**src/rtl/serial_frame_tx_if.sv**
```systemverilog
// Handshake/data bundle between a frame producer and serial_frame_tx.
// Latency: none (wires only).
// Backpressure: the producer holds off while ready=0; a start seen with ready=0 is dropped.
// Ports: start/hdr/payload (producer -> tx), ready/serOut/busy/done (tx -> producer/line).
interface serial_frame_tx_if #(
   parameter int HDR_W = 8,
   parameter int PAY_W = 7
);
   logic             start;
   logic [HDR_W-1:0] hdr;
   logic [PAY_W-1:0] payload;
   logic             ready;
   logic             serOut;
   logic             busy;
   logic             done;

   modport master (
      output start, hdr, payload,
      input  ready, serOut, busy, done
   );

   modport slave (
      input  start, hdr, payload,
      output ready, serOut, busy, done
   );
endinterface

```
**src/rtl/serial_frame_tx.sv**
```systemverilog
// Serialises {hdr,payload} as start bit (0), header MSB-first, payload MSB-first, stop (1).
// Latency: start bit appears on serOut in the cycle after the accepting edge.
// Backpressure: one-entry holding buffer; ready=0 while it is full and starts are then ignored.
// Ports: clk, rst (async, active-high), txIf.slave (start/hdr/payload in; ready/serOut/busy/done out).
module serial_frame_tx #(
   parameter int HDR_W    = 8,
   parameter int PAY_W    = 7,
   parameter int STOP_CYC = 1
) (
   input logic             clk,
   input logic             rst,
   serial_frame_tx_if.slave txIf
);

   localparam int FR_W  = HDR_W + PAY_W;
   localparam int MAXN  = (HDR_W > PAY_W) ? ((HDR_W > STOP_CYC) ? HDR_W : STOP_CYC)
                                          : ((PAY_W > STOP_CYC) ? PAY_W : STOP_CYC);
   localparam int CNT_W = (MAXN > 1) ? $clog2(MAXN) : 1;

   // Counters count down to zero; the reload value is "cycles in state - 1".
   localparam logic [CNT_W-1:0] HDR_RL  = CNT_W'(HDR_W - 1);
   localparam logic [CNT_W-1:0] PAY_RL  = CNT_W'(PAY_W - 1);
   localparam logic [CNT_W-1:0] STOP_RL = CNT_W'(STOP_CYC - 1);

   typedef enum logic [2:0] {
      IDLE,
      START,
      HDR,
      PAY,
      STOP
   } state_t;

   state_t            stateQ, stateD;
   logic [CNT_W-1:0]  cntQ, cntD;
   logic [FR_W-1:0]   shQ, shD;
   logic [FR_W-1:0]   bufQ, bufD;
   logic              bufVldQ, bufVldD;
   logic              serOutQ, serOutD;
   logic              doneQ, doneD;
   logic              readyQ;

   logic              accept;
   logic              lastStop;
   logic [FR_W-1:0]   frameIn;

   assign frameIn  = {txIf.hdr, txIf.payload};
   assign accept   = txIf.start && readyQ;
   assign lastStop = (stateQ == STOP) && (cntQ == '0);

   always_comb begin
      stateD  = stateQ;
      cntD    = cntQ;
      shD     = shQ;
      bufD    = bufQ;
      bufVldD = bufVldQ;
      serOutD = 1'b1;
      doneD   = 1'b0;

      case (stateQ)
         IDLE: begin
            if (accept) begin
               stateD = START;
               shD    = frameIn;
               cntD   = '0;
            end
         end
         START: begin
            stateD = HDR;
            cntD   = HDR_RL;
         end
         HDR: begin
            shD = {shQ[FR_W-2:0], 1'b0};
            if (cntQ == '0) begin
               stateD = PAY;
               cntD   = PAY_RL;
            end else begin
               cntD = cntQ - CNT_W'(1);
            end
         end
         PAY: begin
            shD = {shQ[FR_W-2:0], 1'b0};
            if (cntQ == '0) begin
               stateD = STOP;
               cntD   = STOP_RL;
            end else begin
               cntD = cntQ - CNT_W'(1);
            end
         end
         STOP: begin
            if (cntQ != '0) begin
               cntD = cntQ - CNT_W'(1);
            end else if (bufVldQ) begin
               // Buffered frame follows with no idle gap; ready is low here so no accept can collide.
               stateD  = START;
               shD     = bufQ;
               bufVldD = 1'b0;
               cntD    = '0;
            end else if (accept) begin
               stateD = START;
               shD    = frameIn;
               cntD   = '0;
            end else begin
               stateD = IDLE;
               cntD   = '0;
            end
         end
         default: begin
            stateD = IDLE;
            cntD   = '0;
         end
      endcase

      // Any acceptance that cannot go straight into the shifter parks in the holding buffer.
      if (accept && (stateQ != IDLE) && !lastStop) begin
         bufD    = frameIn;
         bufVldD = 1'b1;
      end

      // serOut and done are registered from next-state values so the line never glitches.
      case (stateD)
         START:   serOutD = 1'b0;
         HDR,
         PAY:     serOutD = shD[FR_W-1];
         default: serOutD = 1'b1;
      endcase
      doneD = (stateD == STOP) && (cntD == '0);
   end

   always_ff @(posedge clk or posedge rst) begin
      if (rst) begin
         stateQ  <= IDLE;
         cntQ    <= '0;
         shQ     <= '0;
         bufQ    <= '0;
         bufVldQ <= 1'b0;
         serOutQ <= 1'b1;
         doneQ   <= 1'b0;
         readyQ  <= 1'b1;
      end else begin
         stateQ  <= stateD;
         cntQ    <= cntD;
         shQ     <= shD;
         bufQ    <= bufD;
         bufVldQ <= bufVldD;
         serOutQ <= serOutD;
         doneQ   <= doneD;
         readyQ  <= !bufVldD;
      end
   end

   assign txIf.ready  = readyQ;
   assign txIf.serOut = serOutQ;
   assign txIf.done   = doneQ;
   assign txIf.busy   = (stateQ != IDLE);

endmodule
```
**src/flat_wrapper.sv**
```systemverilog
// flat-port wrapper written by rule: the top's interface ports become plain ports
module serial_frame_tx_flat 
#(
   parameter int HDR_W    = 8,
   parameter int PAY_W    = 7,
   parameter int STOP_CYC = 1
)
  (clk, rst, txIf_start, txIf_hdr, txIf_payload, txIf_ready, txIf_serOut, txIf_busy, txIf_done);
  serial_frame_tx_if #(.HDR_W(HDR_W), .PAY_W(PAY_W)) txIf_i ();
  input logic clk;
  input logic rst;
  input wire logic [$bits(txIf_i.start)-1:0] txIf_start;
  input wire logic [$bits(txIf_i.hdr)-1:0] txIf_hdr;
  input wire logic [$bits(txIf_i.payload)-1:0] txIf_payload;
  output wire logic [$bits(txIf_i.ready)-1:0] txIf_ready;
  output wire logic [$bits(txIf_i.serOut)-1:0] txIf_serOut;
  output wire logic [$bits(txIf_i.busy)-1:0] txIf_busy;
  output wire logic [$bits(txIf_i.done)-1:0] txIf_done;
  assign txIf_i.start = txIf_start;
  assign txIf_i.hdr = txIf_hdr;
  assign txIf_i.payload = txIf_payload;
  assign txIf_ready = txIf_i.ready;
  assign txIf_serOut = txIf_i.serOut;
  assign txIf_busy = txIf_i.busy;
  assign txIf_done = txIf_i.done;
  serial_frame_tx #(.HDR_W(HDR_W), .PAY_W(PAY_W), .STOP_CYC(STOP_CYC)) u_core (.clk(clk), .rst(rst), .txIf(txIf_i));
endmodule
```
**config.mk**
```make
export PLATFORM = sky130hd
export DESIGN_NAME = serial_frame_tx_flat
export DESIGN_NICKNAME = d
export VERILOG_FILES = /design/src/rtl/serial_frame_tx_if.sv /design/src/rtl/serial_frame_tx.sv /design/src/flat_wrapper.sv
export SDC_FILE = /design/constraint.sdc
export NUM_CORES = 1
export LEC_CHECK = 0
export CAP_MARGIN = 30
export CELL_PAD_IN_SITES_DETAIL_PLACEMENT = 0
export CELL_PAD_IN_SITES_GLOBAL_PLACEMENT = 1
export CORE_AREA = 2 2 72 74
export DETAILED_ROUTE_END_ITERATION = 10
export DIE_AREA = 0 0 74 76
export PLACE_DENSITY_LB_ADDON = 0.1
export SLEW_MARGIN = 25
export SYNTH_ARGS = -nofsm -noshare
export SYNTH_HDL_FRONTEND = slang
export SYNTH_SLANG_ARGS = --single-unit
export TNS_END_PERCENT = 20
```
**constraint.sdc**
```tcl
create_clock -name clk -period 2.6 [get_ports clk]
set_clock_uncertainty 0.15 [all_clocks]
set_input_delay 0.78 -clock clk [delete_from_list [all_inputs] [get_ports clk]]
set_output_delay 0.78 -clock clk [all_outputs]
set_load 0.01 [all_outputs]
```
# Yosys cells after proc, flatten, opt, wreduce, memory -nomap -nowiden
# Cells that the tools add are included.
# op_classes
n_eq_ne	9
n_addsub	1
reduce_logical	16
muxes	20
# ops
operator	count
$mux W15	3
$pmux W15 S3	1
$pmux W3 S5	2
$mux W3	9
$eq A3 B2 Y1 const B	4
$logic_not A3 Y1	3
$reduce_bool A3 Y1	3
$eq A3 B1 Y1 const B	2
$eq A3 B3 Y1 const B	2
$logic_and A1 B1 Y1	5
$mux W1	4
$reduce_or A2 Y1	2
$sub A3 B1 Y3 const B	1
$logic_not A1 Y1	2
$ne A2 B2 Y1 const B	1
$pmux W1 S2	1
$reduce_and A2 Y1	1
# totals
elab_cells	55
register_bits	40
output_inout_bits	4
input_bits	18

# Logic depth before layout (Yosys ltp)
# logic_depth
word_depth	8
depth_mapped	6
mapped_depth_nobuf	4

# Worst setup path after synthesis
# No wires, ideal clock.
# synth_timing
path_kind	input to register
startpoint	in txIf_start
endpoint	reg u_core.bufQ[0]
t_required_ns	2.325
setup_time_ns	0.125
arrival_ns	1.813
setup_slack_ns	0.511
stages	4
n_path_buf	1
cell_sequence	nand2_1 a211oi_4 buf_6 mux2_4
# synth_via
elab_chain_cells	3
# synth_lines
element	line	source
start, declared	flat_wrapper.sv:12	input wire logic [$bits(txIf_i.start)-1:0] txIf_start;
$logic_and A1 B1 Y1	serial_frame_tx.sv:47	assign accept = txIf.start && readyQ;
$logic_and A1 B1 Y1 (2 in series)	serial_frame_tx.sv:114	if (accept && (stateQ != IDLE) && !lastStop) begin
end signal, assigned	serial_frame_tx.sv:143	bufQ <= bufD;
end, declared	serial_frame_tx.sv:36	logic [FR_W-1:0] bufQ, bufD;
# Every way passes these cells.
# A chain may end at the register's enable or synchronous reset.

# Worst setup path after layout
# layout_timing
startpoint	reg u_core.stateQ[2]
endpoint	out txIf_busy
# layout_via
elab_chain_cells	1
# layout_lines
element	line	source
start, declared	serial_frame_tx.sv:33	state_t stateQ, stateD;
start signal, assigned	serial_frame_tx.sv:140	stateQ <= stateD;
$reduce_bool A3 Y1	serial_frame_tx.sv:154	assign txIf.busy = (stateQ != IDLE);
end, declared	flat_wrapper.sv:17	output wire logic [$bits(txIf_i.busy)-1:0] txIf_busy;
# Every way passes these cells.

==> results by group <==
Outcome
  • Status: complete, no violations

Die
  • Die width: between 70 and 80 um
  • Number of cell rows: 26
  • Io pins: 22
  • Core area: just under 5000 um^2
  • Initial core utilization: 42.94%
  • Die height: ~76 um
  • Die area: approximately 5600 um^2

Synth
  • Synth warn: 0
  • Netlist cell types: 52
  • Post-synth ARST share: 100.0%
  • Register area share after synthesis: 47.57%
  • Most area-consuming cells after synthesis: dfrtp_1 45%, a221o_1 6.6%, mux2_4 6.4%, a22o_1 4.2%, mux2_2 3.7%
  • Area of the mapped netlist: ~2100 um^2
  • Most numerous cell in the Yosys netlist: dfrtp_1
  • Top-area cell type share of the netlist area: 45.08%
  • Synth area leader: dfrtp_1
  • Synth Instances: 163
  • Primary FF master, synth: dfrtp_1
  • Syn avg cell area: between 10 and 15 um^2
  • Number of synthesized flops with an enable pin: 0
  • Commonest cells in the netlist: 38 x dfrtp_1, 14 x a221o_1, 10 x a22o_1
  • Flops & latches, synth: 40
  • Syn Nets: 181

CTS
  • Hold_buf cts: 0
  • Clock sinks: 40
  • Total CTS buffers: 5
  • Post-CTS sizing: 0
  • Post-CTS setup buffers: 0
  • Clock Pin Slew Worst Setup and Hold Paths: 0.08 ns
  • Clock tree buffer depth: 2
  • Clock latency on the worst-skew pair: approximately 0.29 ns
  • CTS Root Cell: clkbuf_8
  • TritonCTS clock tree: done
  • Number of H-tree levels: 2

Layout
  • Reg area: 1003 um^2
  • Filler cells: 443
  • Layout cells sized above 1: 27.23%
  • Non-Filler Instances: 261
  • Multi-input logic area: 977.2 um^2
  • Fin nets: about 210
  • Inserted Diodes: 0
  • Layout area overhead: 17.62%

Setup path
  • Worst R2R Start: u_core.cntQ[0]
  • CP Max Fanout: 2
  • Crit Path Category: reg -> out
  • Cells along the critical path: nor3_1 > inv_1 > clkdlybuf4s50_1
  • Delay-heaviest family, CP: buffers and inverters
  • CP bufs+invs: 2
  • Slowest CP cell: clkdlybuf4s50_1
  • CP Launch Type: flop
  • CP max stage delay: between 0.4 and 0.5 ns
  • Critical path required time: roughly 1.7 ns
  • Crit path arrival time: 1.45 ns
  • Worst Setup SP: u_core.stateQ[2]
  • Crit end category: output port

Drt
  • Wire per inst: roughly 17 um
  • Final WL: 4407 um
  • Vias post-DR: ~1500
  • Drt first-iter violations: 130
  • Pre-Repair DR Iteration Count: 4
  • # DRC: 0
  • Vias/cell: about 5.6
  • Post-route ant nets: 0

Timing
  • Setup Viol. Count Final: 0
  • Max-slew violation count: 0
  • RSZ-0062 raised after global routing: false
  • Slew headroom: approximately 61%
  • Final hold slack: 0.3488 ns
  • Max frequency: 419.7 MHz
  • Tightest Pin Transition: 0.5911 ns
  • Setup_tns: 0 ns
  • Crit path time final: between 2 and 2.5 ns
  • Final period utilization: 91.63%
  • Hold Vio Cnt, Final: 0

Global route
  • Number of global-route vias before repair: about 1400
  • Remaining Overflow, GRT: 0
  • Largest net degree at the start of global routing: 41
  • First-pass GRT wire length: 7341 um
  • Initial antenna violation count: 0
  • GRT Overall Usage: 16.81%

Hold path
  • Beginning of the worst hold path: u_core.bufQ[14]
  • Min-Delay Path Class: reg -> reg

Placed design
  • Detail Placement HPWL: 2897 um
  • Routability cong.: 0.7708
  • Dpl cells: 253
  • PortBufs: 21

Flow run
  • Max-Cap Viols: 0

Power
  • Max VDD drop: 0.0003487 V
  • Pwr/cell area: 1054 nW/um^2
  • Tot Pwr: 0.002616 W
  • Leakage: 1.044 nW
[cells in the final DEF, fill, tap and decap left out, drive strengths merged, types with 2 or more instances in the layout]
| cell type | netlist | layout |
|---|---|---|
| dfrtp | 38 | 38 |
| clkdlybuf4s50 | 0 | 21 |
| mux2 | 16 | 16 |
| a221o | 14 | 14 |
| a22o | 14 | 14 |
| buf | 10 | 12 |
| o21ai | 6 | 6 |
| clkbuf | 2 | 6 |
| nor2 | 5 | 5 |
| and3 | 4 | 4 |
| inv | 4 | 4 |
| a21oi | 4 | 4 |
| nand3b | 3 | 3 |
| o211ai | 3 | 3 |
| nor3 | 3 | 3 |
| mux2i | 3 | 3 |
| nand2 | 2 | 2 |
| o31ai | 2 | 2 |
| a21boi | 2 | 2 |
| nor4b | 2 | 2 |
| dfstp | 2 | 2 |
| nor3b | 2 | 2 |
| nand2b | 2 | 2 |
| and2 | 2 | 2 |
| or3b | 2 | 2 |
| a211oi | 2 | 2 |
[cell type report]
type                    count  area share (%)
multi-input cells         106           39.38
repair buffers             33           12.61
flip-flops and latches     40           40.44
clock buffers               6           2.925
clock inverters             2          0.5043
well taps                  70           3.530
inverters                   4          0.6051
[stage by stage]
step | util, % | area [um^2] | worst slack, ns
after global placement | 48.78 | 2396 | 0.07413
after floorplan | - | 2110 | 0.5114
after global routing | 50.51 | 2481 | 0.07969
final | 50.51 | 2481 | 0.2175
after detailed placement | 48.78 | 2396 | 0.04298
after CTS | 50.51 | 2481 | 0.1921
[state kept, by name (all words and copies together) (netlist names)]
signal and cells:
u_core.stateQ 3, u_core.cntQ 3, u_core.txIf.serOut 1, u_core.shQ 15, u_core.txIf.ready 1, u_core.bufQ 15
u_core.txIf.done 1, u_core.bufVldQ 1
[logic make-up after synthesis]
group / Yosys count / share of synthesized area [%]
buffers and inverters: 17 / 6.108
AOI/OAI and AO/OA: 53 / 22.00
and+or+nand+nor: 34 / 12.16
DFF: 40 / 47.57
muxes: 19 / 12.16
[path summary, 6_finish.rpt]
kind	endpoint	slack, ns	cells past startpoint
max	txIf_busy	0.22	3
min reg2reg	u_core.bufQ[14]	0.35	1
max reg2reg	u_core.shQ[6]	0.35	4
min	u_core.bufQ[14]	0.35	1
min in group asynchronous	u_core.cntQ[0]	0.76	3
max in group asynchronous	u_core.txIf.serOut	1.16	3
[power breakdown]
group / switching (W) / internal, W / leakage, nW / total, W
clock network: 0.000215 / 0.000188 / 0.0412 / 0.000402
logic: 0.000536 / 0.000585 / 0.500 / 0.00112
registers: 0.000215 / 0.000878 / 0.503 / 0.00109
total: 0.000965 / 0.00165 / 1.04 / 0.00262
[per-layer routing]
metal  vias to the layer above  wire (um)  global-route usage, %
met3                         5        178                  3.836
li1                        686          -                      -
met4                         0         55                  5.273
met2                        33       2084                  23.75
met1                       736       2089                  25.50
met5                         -          0                      0
Note: power is estimated with default switching activity, not from simulation.
